--- src/rtl/fd_ring_loader_pkg.sv ---
// fd_pkg: shared types and default constants for the FAST ring loader.
//   fd_state_e : loader FSM state (IDLE/READ/DRAIN/HOLD)
//   FD_*       : default parameter values used by fd_ring_loader
//   slot_t     : slot index for the default configuration (0 = centre)
package fd_pkg;

  localparam int FD_PIX_W     = 8;
  localparam int FD_NUM_ADJ   = 16;
  localparam int FD_ADDR_W    = 5;
  localparam int FD_THRES_W   = 6;
  localparam int FD_DEF_THRES = 30;
  localparam int FD_SRAM_LAT  = 1;

  typedef enum logic [1:0] {
    ST_IDLE  = 2'd0,
    ST_READ  = 2'd1,
    ST_DRAIN = 2'd2,
    ST_HOLD  = 2'd3
  } fd_state_e;

  typedef logic [FD_ADDR_W-1:0] slot_t;

endpackage

--- src/rtl/fd_ring_loader_capture_bank.sv ---
// fd_capture_bank: NUM_ADJ+1 enable-written pixel registers.
//   clock, reset : rising-edge clock, async active-high reset (clears all slots)
//   i_we         : write strobe for slot i_slot
//   i_slot       : 0 = centre, k = circle pixel k
//   i_data       : pixel to store
//   o_ref        : centre pixel
//   o_adj        : circle pixels packed, pixel 1 in MSBs, pixel NUM_ADJ in LSBs
module fd_capture_bank #(
  parameter int PIX_W   = 8,
  parameter int NUM_ADJ = 16,
  parameter int ADDR_W  = 5
) (
  input  logic                     clock,
  input  logic                     reset,
  input  logic                     i_we,
  input  logic [ADDR_W-1:0]        i_slot,
  input  logic [PIX_W-1:0]         i_data,
  output logic [PIX_W-1:0]         o_ref,
  output logic [NUM_ADJ*PIX_W-1:0] o_adj
);

  logic [NUM_ADJ:0][PIX_W-1:0] r_slot;

  always_ff @(posedge clock or posedge reset) begin
    if (reset) begin
      r_slot <= '0;
    end else if (i_we) begin
      for (int k = 0; k <= NUM_ADJ; k++)
        if (i_slot == ADDR_W'(k)) r_slot[k] <= i_data;
    end
  end

  assign o_ref = r_slot[0];

  for (genvar k = 1; k <= NUM_ADJ; k++) begin : g_pack
    assign o_adj[(NUM_ADJ-k)*PIX_W +: PIX_W] = r_slot[k];
  end

endmodule

--- src/rtl/fd_ring_loader.sv ---
// fd_ring_loader: on start, reads centre + NUM_ADJ circle pixels from SRAM,
// captures them and presents them with a threshold snapshot under valid/ack.
//   clock, reset        : rising-edge clock, async active-high reset
//   start               : begin a load (accepted only when the loader is idle)
//   sramRen, regAddr    : SRAM read strobe and slot index (0 = centre)
//   sramData            : read data, SRAM_LAT cycles after sramRen
//   thresIn, thresWe    : live threshold write port (any state)
//   busy                : load in progress
//   valid, ack          : result handshake
//   refPixel, adjPixel  : centre pixel, packed circle (pixel 1 in MSBs)
//   thres               : threshold snapshot taken on the starting edge
// All result outputs read 0 while valid is low.
// Optional: FD_RING_DBLBUF_EN adds a shadow capture bank so a new load can
// run while a result is held, giving back-to-back results on ack.
module fd_ring_loader
  import fd_pkg::*;
#(
  parameter int PIX_W     = FD_PIX_W,
  parameter int NUM_ADJ   = FD_NUM_ADJ,
  parameter int ADDR_W    = FD_ADDR_W,
  parameter int THRES_W   = FD_THRES_W,
  parameter int DEF_THRES = FD_DEF_THRES,
  parameter int SRAM_LAT  = FD_SRAM_LAT
) (
  input  logic                     clock,
  input  logic                     reset,
  input  logic                     start,
  output logic                     sramRen,
  output logic [ADDR_W-1:0]        regAddr,
  input  logic [PIX_W-1:0]         sramData,
  input  logic [THRES_W-1:0]       thresIn,
  input  logic                     thresWe,
  output logic                     busy,
  output logic                     valid,
  input  logic                     ack,
  output logic [PIX_W-1:0]         refPixel,
  output logic [NUM_ADJ*PIX_W-1:0] adjPixel,
  output logic [THRES_W-1:0]       thres
);

  localparam int CNT_W = (SRAM_LAT < 2) ? 1 : $clog2(SRAM_LAT);
`ifdef FD_RING_DBLBUF_EN
  localparam int NBANK = 2;
`else
  localparam int NBANK = 1;
`endif

  fd_state_e                 r_state;
  logic [ADDR_W-1:0]         r_addr;
  logic [CNT_W-1:0]          r_cnt;
  logic [THRES_W-1:0]        r_thres_live;
  logic [SRAM_LAT:1]         r_vld_pipe;
  logic [SRAM_LAT:1][ADDR_W-1:0] r_tag_pipe;

  logic                      w_start_ok;
  logic                      w_last_slot;
  logic                      w_drain_done;
  fd_state_e                 w_after_drain;
  logic [NBANK-1:0]          w_cap_we;
  logic [NBANK-1:0][PIX_W-1:0]         w_bank_ref;
  logic [NBANK-1:0][NUM_ADJ*PIX_W-1:0] w_bank_adj;
  logic [PIX_W-1:0]          w_ref;
  logic [NUM_ADJ*PIX_W-1:0]  w_adj;
  logic [THRES_W-1:0]        w_thres;

  assign w_last_slot  = (r_addr == ADDR_W'(NUM_ADJ));
  assign w_drain_done = (r_cnt == CNT_W'(SRAM_LAT-1));
  assign sramRen      = (r_state == ST_READ);
  assign regAddr      = r_addr;

  // Load sequencer: READ issues slots 0..NUM_ADJ, DRAIN waits out the
  // SRAM return latency so the last slot is captured before valid rises.
  always_ff @(posedge clock or posedge reset) begin
    if (reset) begin
      r_state <= ST_IDLE;
      r_addr  <= '0;
      r_cnt   <= '0;
    end else begin
      case (r_state)
        ST_IDLE: if (w_start_ok) begin
          r_state <= ST_READ;
          r_addr  <= '0;
        end
        ST_READ: if (w_last_slot) begin
          r_state <= ST_DRAIN;
          r_addr  <= '0;
          r_cnt   <= '0;
        end else begin
          r_addr  <= r_addr + 1'b1;
        end
        ST_DRAIN: if (w_drain_done) r_state <= w_after_drain;
                  else              r_cnt   <= r_cnt + 1'b1;
        ST_HOLD:  if (ack) r_state <= ST_IDLE;
        default:  r_state <= ST_IDLE;
      endcase
    end
  end

  always_ff @(posedge clock or posedge reset) begin
    if (reset)        r_thres_live <= THRES_W'(DEF_THRES);
    else if (thresWe) r_thres_live <= thresIn;
  end

  // Tag pipeline: a read's slot index travels alongside it so returning
  // data lands in the right register. Reset flushes in-flight reads.
  always_ff @(posedge clock or posedge reset) begin
    if (reset) begin
      r_vld_pipe <= '0;
      r_tag_pipe <= '0;
    end else begin
      r_vld_pipe[1] <= sramRen;
      r_tag_pipe[1] <= r_addr;
      for (int i = 2; i <= SRAM_LAT; i++) begin
        r_vld_pipe[i] <= r_vld_pipe[i-1];
        r_tag_pipe[i] <= r_tag_pipe[i-1];
      end
    end
  end

  for (genvar b = 0; b < NBANK; b++) begin : g_bank
    fd_capture_bank #(
      .PIX_W(PIX_W), .NUM_ADJ(NUM_ADJ), .ADDR_W(ADDR_W)
    ) u_bank (
      .clock  (clock),
      .reset  (reset),
      .i_we   (w_cap_we[b]),
      .i_slot (r_tag_pipe[SRAM_LAT]),
      .i_data (sramData),
      .o_ref  (w_bank_ref[b]),
      .o_adj  (w_bank_adj[b])
    );
  end

`ifdef FD_RING_DBLBUF_EN
  // Loader and presentation run independently: the loader returns to IDLE
  // after DRAIN, and a finished load is either presented at once or parked
  // as pending until the consumer acks the front bank.
  logic                      r_ld_bank;
  logic                      r_pres_bank;
  logic                      r_valid;
  logic                      r_pend;
  logic [1:0][THRES_W-1:0]   r_thres_snap;
  logic [SRAM_LAT:1]         r_bank_pipe;
  logic                      w_nb;
  logic                      w_done;
  logic                      w_take;

  assign w_start_ok    = (r_state == ST_IDLE) && start && !r_pend;
  assign w_after_drain = ST_IDLE;
  assign w_nb          = r_valid ? ~r_pres_bank : r_pres_bank;
  assign w_done        = (r_state == ST_DRAIN) && w_drain_done;
  assign w_take        = r_valid && ack;

  always_ff @(posedge clock or posedge reset) begin
    if (reset) begin
      r_bank_pipe <= '0;
    end else begin
      r_bank_pipe[1] <= r_ld_bank;
      for (int i = 2; i <= SRAM_LAT; i++) r_bank_pipe[i] <= r_bank_pipe[i-1];
    end
  end

  assign w_cap_we = {r_vld_pipe[SRAM_LAT] &  r_bank_pipe[SRAM_LAT],
                     r_vld_pipe[SRAM_LAT] & ~r_bank_pipe[SRAM_LAT]};

  always_ff @(posedge clock or posedge reset) begin
    if (reset) begin
      r_ld_bank    <= 1'b0;
      r_pres_bank  <= 1'b0;
      r_valid      <= 1'b0;
      r_pend       <= 1'b0;
      r_thres_snap <= '0;
    end else begin
      if (w_start_ok) begin
        r_ld_bank          <= w_nb;
        r_thres_snap[w_nb] <= r_thres_live;
      end
      // A pending shadow and a finishing load never coexist: start is
      // blocked while a shadow result is pending.
      if (w_take) begin
        if (r_pend) begin
          r_pres_bank <= ~r_pres_bank;
          r_pend      <= 1'b0;
        end else if (w_done) begin
          r_pres_bank <= r_ld_bank;
        end else begin
          r_valid     <= 1'b0;
        end
      end else if (w_done) begin
        if (r_valid) r_pend <= 1'b1;
        else begin
          r_valid     <= 1'b1;
          r_pres_bank <= r_ld_bank;
        end
      end
    end
  end

  assign valid   = r_valid;
  assign busy    = (r_state != ST_IDLE);
  assign w_ref   = w_bank_ref[r_pres_bank];
  assign w_adj   = w_bank_adj[r_pres_bank];
  assign w_thres = r_thres_snap[r_pres_bank];
`else
  logic [THRES_W-1:0] r_thres_snap;

  assign w_start_ok    = (r_state == ST_IDLE) && start;
  assign w_after_drain = ST_HOLD;
  assign w_cap_we[0]   = r_vld_pipe[SRAM_LAT];

  // Snapshot reads the register before any same-edge thresWe lands.
  always_ff @(posedge clock or posedge reset) begin
    if (reset)           r_thres_snap <= '0;
    else if (w_start_ok) r_thres_snap <= r_thres_live;
  end

  assign valid   = (r_state == ST_HOLD);
  assign busy    = (r_state == ST_READ) || (r_state == ST_DRAIN);
  assign w_ref   = w_bank_ref[0];
  assign w_adj   = w_bank_adj[0];
  assign w_thres = r_thres_snap;
`endif

  assign refPixel = valid ? w_ref   : '0;
  assign adjPixel = valid ? w_adj   : '0;
  assign thres    = valid ? w_thres : '0;

endmodule

--- config.mk ---
export PLATFORM = sky130hd
export DESIGN_NAME = fd_ring_loader
export DESIGN_NICKNAME = d
export VERILOG_FILES = /design/src/rtl/fd_ring_loader_pkg.sv /design/src/rtl/fd_ring_loader_capture_bank.sv /design/src/rtl/fd_ring_loader.sv
export SDC_FILE = /design/constraint.sdc
export NUM_CORES = 1
export LEC_CHECK = 0
export BUFFER_PORTS_ARGS = -buffer_cell sky130_fd_sc_hd__buf_2
export CAP_MARGIN = 25
export CELL_PAD_IN_SITES_DETAIL_PLACEMENT = 1
export CELL_PAD_IN_SITES_GLOBAL_PLACEMENT = 2
export CORE_MARGIN = 1
export CORE_UTILIZATION = 36
export DETAILED_ROUTE_END_ITERATION = 10
export PLACE_DENSITY_LB_ADDON = 0.1
export SYNTH_ARGS = -nofsm -noshare
export SYNTH_HDL_FRONTEND = slang
export SYNTH_HIERARCHICAL = 1
export SYNTH_SLANG_ARGS = --single-unit
export TNS_END_PERCENT = 30
--- constraint.sdc ---
create_clock -name clock -period 4.8 [get_ports clock]
set_input_delay 0.24 -clock clock [delete_from_list [all_inputs] [get_ports clock]]
set_output_delay 0.24 -clock clock [all_outputs]
set_load 0.05 [all_outputs]
==> results.txt <==
H-tree depth: 4
worst path bufs/invs: 2
CTS clk-pin slew, worst paths: 60 ps
met1 GRT Util: 24.9%
Leak: 0.00436 µW
Setup TNS: 0 ps
initial antenna violation count: 0
largest cells by area after synthesis: dfrtp_1 (53%), mux2_2 (19%), and2_1 (12%), mux2_4 (5.1%), dfstp_2 (1.4%)
Reg power frac: 30.7%
first-pass GRT wire length: 30.0 mm
Slew headroom: 38.9%
clk sinks: 161
DP Cell Count: 959
layout filler cell count: 2167
crit path cell chain: ha_4, buf_12, and2_1, buf_2
PwrDens: 656 mW/mm²
combinational share of power: 46.8%
Data arrival, critical path: 2240 ps
Reg-to-Reg End: g_bank[0].u_bank/o_adj[31]
area grow syn2layout: 22.8%
number of warning messages in the yosys log: 6
Post-Synth Adder-Cell Area: 1.18%
Post-Syn Area: 0.00740 mm²
Die Ht: 145 µm
vias after detailed routing: 4685
run status: finished, final reports clean
max frequency: 403 MHz
synthesized flop and latch total: 161
I/O pin total: 169
critical path endpoint category: primary output
vias in the first global route: 5086
Initial Util: 36.7%
hold path endpoint: r_thres_live[5]
Critical-path top delay cell: ha_4
Worst setup SP type: flop
clock tree buffer depth: 2
Synth top area share: 53.1%
row cnt: 52
clock latency on the worst-skew pair: 410 ps
CTS tree: done
CP Class: reg2out
Total Nets Final: 735
Cells after Synth: 548
Tightest Pin Transition: 915 ps
xor-xnor portion of the synthesized cell area: 0%
final hold vios: 0
clock power share: 22.5%
GRT overflow: 0
Synth Area in Compound Gates: 0.930%
DRC Markers: 0
Root Driver: clkbuf_16
drt via density: 4.72
Routed WL: 18.5 mm
Top delay family on crit path: buffers and inverters
final setup violation count: 0
Sw Share: 45.9%
simple logic cell fraction of the synthesized area: 16.8%
RSZ-0062 raised after global routing: false
drt pass-1 iters: 4
crit path max fanout: 73
Finished Layout Cells: 992
routing usage on met2: 29.5%
Slew Limit Fails: 0
Reg2Reg Depth: 3
post-DR wirelength/cell: 18.6 µm
dpl hpwl: 12.5 mm
CTS buffer count: 17
Final Cycle Share: 51.7%
Post-CTS Resized: 0
Die W: 145 µm
largest net degree at the start of global routing: 84
Critical R2R Launch: r_tag_pipe[0]
Die ar.: 0.0211 mm²
worst vdd ir: 0.365 mV
Int Power: 3230 µW
crit path time final: 2480 ps
layout cells sized above 1: 52.1%
CP required: 4560 ps
largest family of logic cells by synthesized area: multiplexers
max_cap viols: 0
gpl congestion: 0.733
area leader, netlist: dfrtp_1
worst clock skew: 5.74 ps
library cells used by synthesis: 36
layer with the highest usage: met2
synthesized area per cell: 13.5 µm²
multiplexer area fraction after synthesis: 24.3%
CP peak stage delay: 540 ps
HP Start: thresIn[5]
Hold Crit Depth: 2
IO Port Bufs: 168
r2r setup slk: 2710 ps
Seq/Total Area, Yosys: 54.5%
All-Layer GR Usage: 18.5%
Antenna Cells: 0
syn nets: 574
HP Class: in2reg
NetSw: 2740 µW
met3 global-route usage: 4.64%
Routed Antenna Nets: 0
core footprint: 0.0202 mm²
Initial DRC Count: 144
[power by group through the flow]
stage	Clock [µW]	Sequential, µW	Combinational (µW)
2_1_floorplan	0	1790	2230
3_3_place_gp	0	1830	2770
3_5_place_dp	0	1850	2820
4_1_cts	1380	1830	2830
5_1_grt	1440	1860	2950
6_report	1340	1830	2790
[cells in the final DEF, fill, tap and decap left out, types with 3 or more instances in the layout]
| cell type | netlist | layout |
|---|---|---|
| inv_6 | 0 | 3 |
| nand2_1 | 9 | 9 |
| dfstp_2 | 4 | 4 |
| ha_1 | 7 | 6 |
| and2_1 | 142 | 142 |
| clkinv_2 | 0 | 3 |
| inv_1 | 8 | 7 |
| nand2_2 | 9 | 9 |
| buf_2 | 2 | 168 |
| nor2_1 | 3 | 3 |
| mux2_2 | 123 | 123 |
| nand3_1 | 3 | 3 |
| dfrtp_1 | 157 | 157 |
| nor2b_1 | 5 | 5 |
| clkinvlp_4 | 0 | 3 |
| mux2_4 | 25 | 25 |
| clkbuf_16 | 0 | 17 |
[cell type report]
cell class,count,area [µm²],share of cell area (%)
Sequential cell,161,4030,44.4
Multi-Input combinational cell,350,3210,35.3
Timing Repair Buffer,171,878,9.67
Clock buffer,20,457,5.03
Tap cell,270,338,3.72
Clock inverter,12,133,1.46
Inverter,8,35.0,0.386
[Yosys cell counts (all sizes together)]
library cell / count
dfrtp: 157
mux2: 149
and2: 142
clkbuf: 23
nand2: 18
inv: 8
ha: 7
nor2b: 7
buf: 6
dfstp: 4
nor2: 4
nand3: 3
nand4bb: 3
and4bb: 2
mux2i: 2
o21ai: 2
a221oi: 1
and2b: 1
nand2b: 1
nand4: 1
nand4b: 1
nor3b: 1
nor4b: 1
o211ai: 1
o221ai: 1
o31ai: 1
o41ai: 1
[state kept, by name, indices dropped and copies added, names as in the netlist]
name and flops:
regAddr 5, g_bank.u_bank/o_adj 128, r_thres_snap 6, r_tag_pipe 5, r_vld_pipe 1, r_thres_live 6
g_bank.u_bank/o_ref 8, r_state 2
[timing repair]
item / CTS / global route
hold endpoints to repair: 8 / 0
buffers inserted: 0 / 0
hold buffers: 1 / 0
[worst max path at each step]
stage | cells past startpoint | startpoint | endpoint | slack (ps)
final | 4 | r_state[1] | adjPixel[114] | 2320
after CTS | 4 | r_state[1] | adjPixel[73] | 2240
after floorplan | 1 | reset | g_bank[0].u_bank/o_adj[0] | 920
after detailed placement | 3 | r_tag_pipe[0] | g_bank[0].u_bank/o_adj[31] | 2610
after global placement | 3 | r_state[1] | adjPixel[47] | 2610
after global routing | 4 | r_state[0] | adjPixel[73] | 2130
[cells by family (layout without fill, tap and decap cells)]
| logic type | Yosys count | count (layout) |
|---|---|---|
| flops | 161 | 161 |
| buf+inv | 37 | 211 |
| simple gates | 185 | 185 |
| fa+ha+maj | 7 | 7 |
| mux | 151 | 151 |
| compound gates | 7 | 7 |
[routing by layer]
metal,vias to the layer above,share of wire [%]
li1,2152,-
met1,2408,46
met2,115,48
met3,10,4.7
met4,0,0.94
met5,-,0
[per-stage QoR]
step | hold WS, ps | setup slack [ps] | cell area (µm²) | util, % | power (µW)
2_1_floorplan | 264 | 921 | 7400 | - | 4030
3_3_place_gp | 426 | 2610 | 8460 | 42.0 | 4600
3_5_place_dp | 432 | 2610 | 8480 | 42.1 | 4670
4_1_cts | 31.4 | 2240 | 9080 | 45.0 | 6040
5_1_grt | 46.6 | 2130 | 9080 | 45.0 | 6250
6_report | 52.6 | 2320 | 9080 | 45.0 | 5960
(Power assumes the default switching activity.)
